`src/rtl/control_sequencer.sv`:
```
// control_sequencer: timing-and-control unit driving the basic-computer datapath.
// Optional instruction-completion counter on ICOUNT, enabled by defining CTRL_SEQ_ICOUNT_EN.

module control_sequencer #(
  parameter int WIDTH      = 16,
  parameter int CTRL_LNGTH = 20,
  parameter int SC_W       = 3
) (
  input  logic                  clk,
  input  logic                  RST_N,
  input  logic                  START,
  input  logic [WIDTH-1:0]      IR,
  input  logic [WIDTH-1:0]      AC,
  input  logic [WIDTH-1:0]      DR,
  input  logic                  E,
  output logic [2:0]            BUS_SEL,
  output logic [CTRL_LNGTH-1:0] CTRL_SGNLS,
  output logic [2:0]            ALU_OPSEL,
  output logic [SC_W-1:0]       SC_OUT,
`ifdef CTRL_SEQ_ICOUNT_EN
  output logic [15:0]           ICOUNT,
`endif
  output logic                  HALTED
);

  localparam logic [SC_W-1:0] T0 = SC_W'(0);
  localparam logic [SC_W-1:0] T1 = SC_W'(1);
  localparam logic [SC_W-1:0] T2 = SC_W'(2);
  localparam logic [SC_W-1:0] T3 = SC_W'(3);
  localparam logic [SC_W-1:0] T4 = SC_W'(4);
  localparam logic [SC_W-1:0] T5 = SC_W'(5);
  localparam logic [SC_W-1:0] T6 = SC_W'(6);

  localparam logic [2:0] BUS_AR  = 3'd0;
  localparam logic [2:0] BUS_PC  = 3'd1;
  localparam logic [2:0] BUS_DR  = 3'd2;
  localparam logic [2:0] BUS_AC  = 3'd3;
  localparam logic [2:0] BUS_IR  = 3'd4;
  localparam logic [2:0] BUS_MEM = 3'd6;

  localparam logic [2:0] ALU_AND = 3'd0;
  localparam logic [2:0] ALU_ADD = 3'd1;
  localparam logic [2:0] ALU_DR  = 3'd2;
  localparam logic [2:0] ALU_CMA = 3'd3;
  localparam logic [2:0] ALU_CIR = 3'd4;
  localparam logic [2:0] ALU_CIL = 3'd5;

  localparam logic [2:0] D_AND = 3'd0;
  localparam logic [2:0] D_ADD = 3'd1;
  localparam logic [2:0] D_LDA = 3'd2;
  localparam logic [2:0] D_STA = 3'd3;
  localparam logic [2:0] D_BUN = 3'd4;
  localparam logic [2:0] D_BSA = 3'd5;
  localparam logic [2:0] D_ISZ = 3'd6;
  localparam logic [2:0] D_REG = 3'd7;

  localparam int LD_AR  = 0;
  localparam int INR_AR = 1;
  localparam int LD_PC  = 3;
  localparam int INR_PC = 4;
  localparam int LD_DR  = 6;
  localparam int INR_DR = 7;
  localparam int LD_AC  = 9;
  localparam int INR_AC = 10;
  localparam int CLR_AC = 11;
  localparam int LD_IR  = 12;
  localparam int MEM_WE = 16;
  localparam int CLR_E  = 17;
  localparam int CMP_E  = 18;

  logic [SC_W-1:0]       sc;
  logic                  ind;
  logic                  run;
  logic [2:0]            d;
  logic [2:0]            bus_sel;
  logic [2:0]            alu_op;
  logic [CTRL_LNGTH-1:0] ctrl;
  logic                  sc_clr;
  logic                  halt;
  logic                  skip;

  assign d = IR[WIDTH-2 -: 3];

  // NOTE: every signal written here gets a default first, so no path leaves one
  // unassigned and no latch is inferred.
  always_comb begin
    bus_sel = BUS_AR;
    alu_op  = ALU_AND;
    ctrl    = '0;
    sc_clr  = 1'b0;
    halt    = 1'b0;
    skip    = 1'b0;
    if (run) begin
      case (sc)
        T0: begin
          bus_sel     = BUS_PC;
          ctrl[LD_AR] = 1'b1;
        end
        T1: begin
          bus_sel      = BUS_MEM;
          ctrl[LD_IR]  = 1'b1;
          ctrl[INR_PC] = 1'b1;
        end
        T2: begin
          bus_sel     = BUS_IR;
          ctrl[LD_AR] = 1'b1;
        end
        T3: begin
          if (d != D_REG) begin
            if (ind) begin
              bus_sel     = BUS_MEM;
              ctrl[LD_AR] = 1'b1;
            end
          end else begin
            sc_clr = 1'b1;
            // I=1 with D7 is an I/O opcode, executed here as a no-op.
            if (!ind) begin
              if (IR[11]) begin
                ctrl[CLR_AC] = 1'b1;
              end else if (IR[9]) begin
                alu_op      = ALU_CMA;
                ctrl[LD_AC] = 1'b1;
              end else if (IR[7]) begin
                alu_op      = ALU_CIR;
                ctrl[LD_AC] = 1'b1;
              end else if (IR[6]) begin
                alu_op      = ALU_CIL;
                ctrl[LD_AC] = 1'b1;
              end else if (IR[5]) begin
                ctrl[INR_AC] = 1'b1;
              end
              if (IR[10])     ctrl[CLR_E] = 1'b1;
              else if (IR[8]) ctrl[CMP_E] = 1'b1;
              skip = (IR[4] && !AC[WIDTH-1]) || (IR[3] && AC[WIDTH-1]) ||
                     (IR[2] && (AC == '0)) || (IR[1] && !E);
              ctrl[INR_PC] = skip;
              halt         = IR[0];
            end
          end
        end
        T4: begin
          case (d)
            D_AND, D_ADD, D_LDA, D_ISZ: begin
              bus_sel     = BUS_MEM;
              ctrl[LD_DR] = 1'b1;
            end
            D_STA: begin
              bus_sel      = BUS_AC;
              ctrl[MEM_WE] = 1'b1;
              sc_clr       = 1'b1;
            end
            D_BUN: begin
              bus_sel     = BUS_AR;
              ctrl[LD_PC] = 1'b1;
              sc_clr      = 1'b1;
            end
            D_BSA: begin
              bus_sel      = BUS_PC;
              ctrl[MEM_WE] = 1'b1;
              ctrl[INR_AR] = 1'b1;
            end
            default: sc_clr = 1'b1;
          endcase
        end
        T5: begin
          case (d)
            D_AND: begin
              alu_op      = ALU_AND;
              ctrl[LD_AC] = 1'b1;
              sc_clr      = 1'b1;
            end
            D_ADD: begin
              alu_op      = ALU_ADD;
              ctrl[LD_AC] = 1'b1;
              sc_clr      = 1'b1;
            end
            D_LDA: begin
              alu_op      = ALU_DR;
              ctrl[LD_AC] = 1'b1;
              sc_clr      = 1'b1;
            end
            D_BSA: begin
              bus_sel     = BUS_AR;
              ctrl[LD_PC] = 1'b1;
              sc_clr      = 1'b1;
            end
            D_ISZ:   ctrl[INR_DR] = 1'b1;
            default: sc_clr = 1'b1;
          endcase
        end
        T6: begin
          sc_clr = 1'b1;
          if (d == D_ISZ) begin
            // DR has already been incremented; a wrap to zero means skip.
            bus_sel      = BUS_DR;
            ctrl[MEM_WE] = 1'b1;
            ctrl[INR_PC] = (DR == '0);
          end
        end
        default: sc_clr = 1'b1;
      endcase
    end
  end

  // Reset forces the control outputs quiet immediately, not at the next edge.
  assign BUS_SEL    = RST_N ? bus_sel : 3'd0;
  assign ALU_OPSEL  = RST_N ? alu_op  : 3'd0;
  assign CTRL_SGNLS = RST_N ? ctrl    : '0;
  assign SC_OUT     = sc;
  assign HALTED     = ~run;

  // NOTE: sequential state uses non-blocking assignments so every register
  // samples the pre-edge values of the others.
  always_ff @(posedge clk or negedge RST_N) begin
    if (!RST_N) begin
      sc  <= T0;
      ind <= 1'b0;
      run <= 1'b1;
    end else if (run) begin
      if (sc == T2) ind <= IR[WIDTH-1];
      sc <= sc_clr ? T0 : sc + 1'b1;
      if (halt) run <= 1'b0;
    end else begin
      sc <= T0;
      if (START) run <= 1'b1;
    end
  end

`ifdef CTRL_SEQ_ICOUNT_EN
  logic [15:0] icount;

  always_ff @(posedge clk or negedge RST_N) begin
    if (!RST_N)              icount <= 16'd0;
    else if (run && sc_clr)  icount <= icount + 16'd1;
  end

  assign ICOUNT = icount;
`endif

endmodule

```
`config.mk`:
```
export PLATFORM = sky130hd
export DESIGN_NAME = control_sequencer
export DESIGN_NICKNAME = d
export VERILOG_FILES = /design/src/rtl/control_sequencer.sv
export SDC_FILE = /design/constraint.sdc
export NUM_CORES = 1
export LEC_CHECK = 0
export ABC_AREA = 1
export CAP_MARGIN = 20
export CELL_PAD_IN_SITES_DETAIL_PLACEMENT = 1
export CELL_PAD_IN_SITES_GLOBAL_PLACEMENT = 2
export CORE_ASPECT_RATIO = 0.7
export CORE_UTILIZATION = 29
export DETAILED_ROUTE_END_ITERATION = 16
export DONT_BUFFER_PORTS = 1
export GPL_TIMING_DRIVEN = 0
export PLACE_DENSITY = 0.92
export SYNTH_ARGS = -nofsm -noshare
export SYNTH_HDL_FRONTEND = slang
export SYNTH_SLANG_ARGS = --single-unit
```
`constraint.sdc`:
```
create_clock -name clk -period 3 [get_ports clk]
set_input_delay 0.75 -clock clk [delete_from_list [all_inputs] [get_ports clk]]
set_output_delay 0.75 -clock clk [all_outputs]
set_load 0.05 [all_outputs]
```
# --- Word-level counts from Yosys, hierarchy flattened ---
# Cells that the tools add are included.
word_totals:
  inputBits: 52
  out_inout_bits: 30
  wordCells: 113
  ff_bits: 5
classes:
  bitwise_logic: 1
  muxes: 75
  eq_ne: 13
  addsub: 1
  n_reduce_logical: 20
ops:
  columns: ["cell", "count"]
  rows:
  - ["$mux 3", 17]
  - ["$mux 1", 37]
  - ["$logic_not 16->1", 2]
  - ["$mux 19", 1]
  - ["$eq 3x3->1 const B", 6]
  - ["$mux 2", 9]
  - ["$pmux 3 s6", 1]
  - ["$eq 3x2->1 const B", 4]
  - ["$pmux 3 s3", 1]
  - ["$pmux 1 s2", 4]
  - ["$eq 3x1->1 const B", 2]
  - ["$logic_not 3->1", 2]
  - ["$pmux 3 s2", 1]
  - ["$reduce_or 3->1", 2]
  - ["$reduce_or 5->1", 1]
  - ["$logic_and 1x1->1", 4]
  - ["$mux 4", 1]
  - ["$pmux 1 s4", 1]
  - ["$pmux 2 s2", 1]
  - ["$reduce_or 2->1", 2]
  - ["$reduce_or 4->1", 1]
  - ["$add 3x1->3 const B", 1]
  - ["$logic_or 1x1->1", 3]
  - ["$ne 3x3->1 const B", 1]
  - ["other kinds (4)", 5]

# --- Logic depth before layout (Yosys ltp) ---
logic_depth:
  ltp_word: 10
  depth_mapped: 10
  mapped_depth_nobuf: 10

# --- Worst setup path after synthesis ---
# OpenSTA, ideal clock, no wires.
synth_path:
  kind: "register to output"
  start: "reg sc[0] (netlist: SC_OUT[0])"
  end: "out CTRL_SGNLS[18]"
  required_time_ps: 2250
  arrival_ps: 2831
  stages_incl_launch_ff: 7
  path_slack_ps: -581
  n_path_buf: 0
  path_cell_list: "dfrtp_1 > ha_1 > ha_1 > nand3_2 > nor2_4 > inv_2 > nor4_1"
synth_between:
  elab_chain_len: 4
synth_lines:
  columns: ["element", "line", "rtl"]
  rows:
  - ["start: declaration", "71", "logic [SC_W-1:0] sc;"]
  - ["start signal: assignment", "221", "sc <= sc_clr ? T0 : sc + 1'b1;"]
  - ["$eq 3x2->1", "94", "case (sc)"]
  - ["$mux 2", "94", null]
  - ["$mux 3", "93", "if (run) begin"]
  - ["$mux 19", "208", "assign CTRL_SGNLS = RST_N ? ctrl : '0;"]
  - ["end: declaration", "17", "output logic [CTRL_LNGTH-1:0] CTRL_SGNLS,"]
# Every way passes these cells.

# --- Worst setup path in the final report ---
layout_path:
  start: "reg sc[1] (netlist: SC_OUT[1])"
  end: "out CTRL_SGNLS[10]"
layout_between:
  elab_chain_len: 4
layout_lines:
  columns: ["element", "line"]
  rows:
  - ["$eq 3x2->1", "94"]
  - ["$mux 2", "94"]
  - ["$mux 4", "93"]
  - ["$mux 19", "208"]
# Every way passes these cells.

==> impl_metrics.ini <==
[synthesis]
synth_cells = 147
ys_seq_elements = 5
synth_area_leaders = nand2_1, ha_1, nor2_1
yosysTopAreaCell = nand2_1
seq_area_frac_synth = 0.1407
synthDominantCellAreaShare = 0.1379
synthDistinctLibCells = 28
synth_edf_count = 0
syn_area_um2 = 898.4
ys_async_sr_fraction = 1.000
syn_area_per_cell_um2 = 6.111
synthFlopType = dfrtp_1
synth_warnings = 0

[sta]
fmax_mhz = 344.7
slew_headroom = 0.4104
rsz0062_at_grt = no
min_period_ns = 2.901
tns_ns = 0
finalWorstSetupSlack_ns = 0.09862
fin_hold_ws_ns = 0.2254
hold_viol = 0
tightest_slew_ns = 0.8812
finClkSkew_ns = 0.0007465
finalSetupViolCount = 0
drv_slew = 0
post-route-period-util = 0.9671

[worst_setup_path]
crit_slowest_cell = dfrtp_2
path_max_fanout = 4
crit_path_end_kind = output port
crit_path_max_incr_delay_ns = 0.56
r2r_cells = 7
reg2reg_to = SC_OUT[0]
r2r-start = SC_OUT[1]
crit_required_ns = 2.25
arrival_ns = 2.15
crit_chain = ha_4, ha_4, nand3_4, nor2_4, inv_4, nor2_8, inv_4, buf_4, nor3_4
crit_type = register to output port
cp-start-kind = register
r2r_slack_ns = 1.35

[floorplanning]
rows = 16
start_util = 0.3138
fp.dieH_um = 48.57
core_area_um2 = 2863
die_w_um = 68.53
ios = 82
dieArea_um2 = 3328

[power]
pwr_density_cell_nw_per_um2 = 696.6
vdd_drop_max_uv = 573.1
p_leak_nw = 0.5732

[cells_and_area]
final_net_count = 230
final_util = 0.4309
nFillCells = 370
drive_gt1_frac = 0.3155
final_cell_mix = nand2_1, nor2_1, buf_4
finalInstanceArea_um2 = 1234
final_common_cell = nand2_1
diodes = 0
syn2layout_area_growth_pct = 37.33

[drt]
drc = 0
drt_iter0_drc = 16
via_count = 1039
drt-total-wl_um = 2815
avgViaCountPerCell = 5.093
wire_per_inst_um = 13.80
drt_pre_antenna_iters = 4
ant_nets = 0

[clocking]
clkTransAtPathRegs_ns = 0.04
tritoncts.num_buffers = 3
cts_buffer_depth = 2
insertion_delay_ns = 0.22
clock_sinks = 5
cts_hold_buf = 0
cts_root_buffer = clkbuf_8
tritoncts = built
cts_max_level = 1

[grt]
track_usage = 0.1788
grt_pass1_wl_um = 4616
grt_max_degree = 11
grt_pass1_vias = 1038
antenna_found_initial = 0
gr-total-overflow = 0

[place]
gp_congestion = 0.8160
hpwl_um = 2341
pre_cts_ws_ns = -0.2409
port_buffers = 0
place_area_um2 = 1033

[run_status]
outcome = completed

[min_path]
hold_class = input pin to async pin

[job]
max_cap_viol_count = 0
## metal layers
layer,track usage,vias to the layer above,wire length (um)
met5,0,-,0
met4,0.01736,0,0
met3,0.04009,0,191
met2,0.3039,44,1386
met1,0.2340,487,1237
li1,-,508,-
## synth_stat cells (all sizes together) (4+ instances only)
cell / instances
nand2: 34
nor2: 30
inv: 21
ha: 9
nand3: 8
buf: 7
a21oi: 6
a31oi: 6
nor3: 6
dfrtp: 4
nor4: 4
o21ai: 4
## flip-flops by register name, indices dropped and copies added (netlist names)
register  flops
SC_OUT        3
ind           1
run           1
## worst max-delay path by stage
| stage | depth (start not counted) | to | slack (ns) | start |
|---|---|---|---|---|
| 4_1_cts | 8 | ALU_OPSEL[2] | -0.02 | SC_OUT[1] |
| 3_3_place_gp | 6 | CTRL_SGNLS[18] | -0.20 | SC_OUT[0] |
| 5_1_grt | 6 | CTRL_SGNLS[3] | 0.02 | SC_OUT[0] |
| 2_1_floorplan | 6 | CTRL_SGNLS[18] | 0.009 | SC_OUT[0] |
| 6_report | 9 | CTRL_SGNLS[10] | 0.1 | SC_OUT[1] |
| 3_5_place_dp | 6 | CTRL_SGNLS[18] | -0.24 | SC_OUT[0] |
## layout make-up
| cell class | instances | area [um2] | share of cell area |
|---|---|---|---|
| Tap cell | 36 | 45.04 | 0.03651 |
| Clock buffer | 3 | 41.29 | 0.03347 |
| Buffer | 7 | 52.55 | 0.04260 |
| Sequential cell | 5 | 132.6 | 0.1075 |
| Inverter | 21 | 83.83 | 0.06795 |
| Clock inverter | 1 | 5.005 | 0.004057 |
| Timing Repair Buffer | 11 | 82.58 | 0.06694 |
| Multi-Input combinational cell | 120 | 790.8 | 0.6410 |
## critical path, delay by kind of cell, from the launching register on
family	cells	cell delay [ns]
adder cells (fa/ha/maj)	2	0.35
flip-flops	1	0.56
buffers and inverters	3	0.23
AND/OR/NAND/NOR	4	0.77
## power breakdown
group / switching [W] / internal [W] / leakage, nW
clock: 0.0000342 / 0.0000893 / 0.0255
combinational: 0.000359 / 0.000157 / 0.492
sequential: 0.000117 / 0.000103 / 0.0558
total: 0.000510 / 0.000349 / 0.573
## logic make-up (layout without fill, tap and decap cells)
kind of cell / after synthesis / after routing / synth area share
muxes: 1 / 1 / 0.01253
DFF: 5 / 5 / 0.1407
other: 1 / 7 / 0.004174
buffers and inverters: 28 / 43 / 0.1462
AOI/OAI and AO/OA: 19 / 19 / 0.1309
and+or+nand+nor: 84 / 84 / 0.4401
adders and majority gates: 9 / 9 / 0.1254
## through the flow
stage / total power (W) / cells
final: 0.0008594 / 204
after global routing: 0.0009256 / 204
after CTS: 0.0008413 / 204
after detailed placement: 0.0006560 / 194
after global placement: 0.0006158 / 189
after floorplan: 0.0005523 / 153
## repair_timing
item                       4_1_cts  5_1_grt
setup endpoints to repair       13       10
gates cloned                     0        0
buffers inserted                 6        0
resized for setup               18        9
pin swaps                        5        1
(Power assumes the default switching activity.)
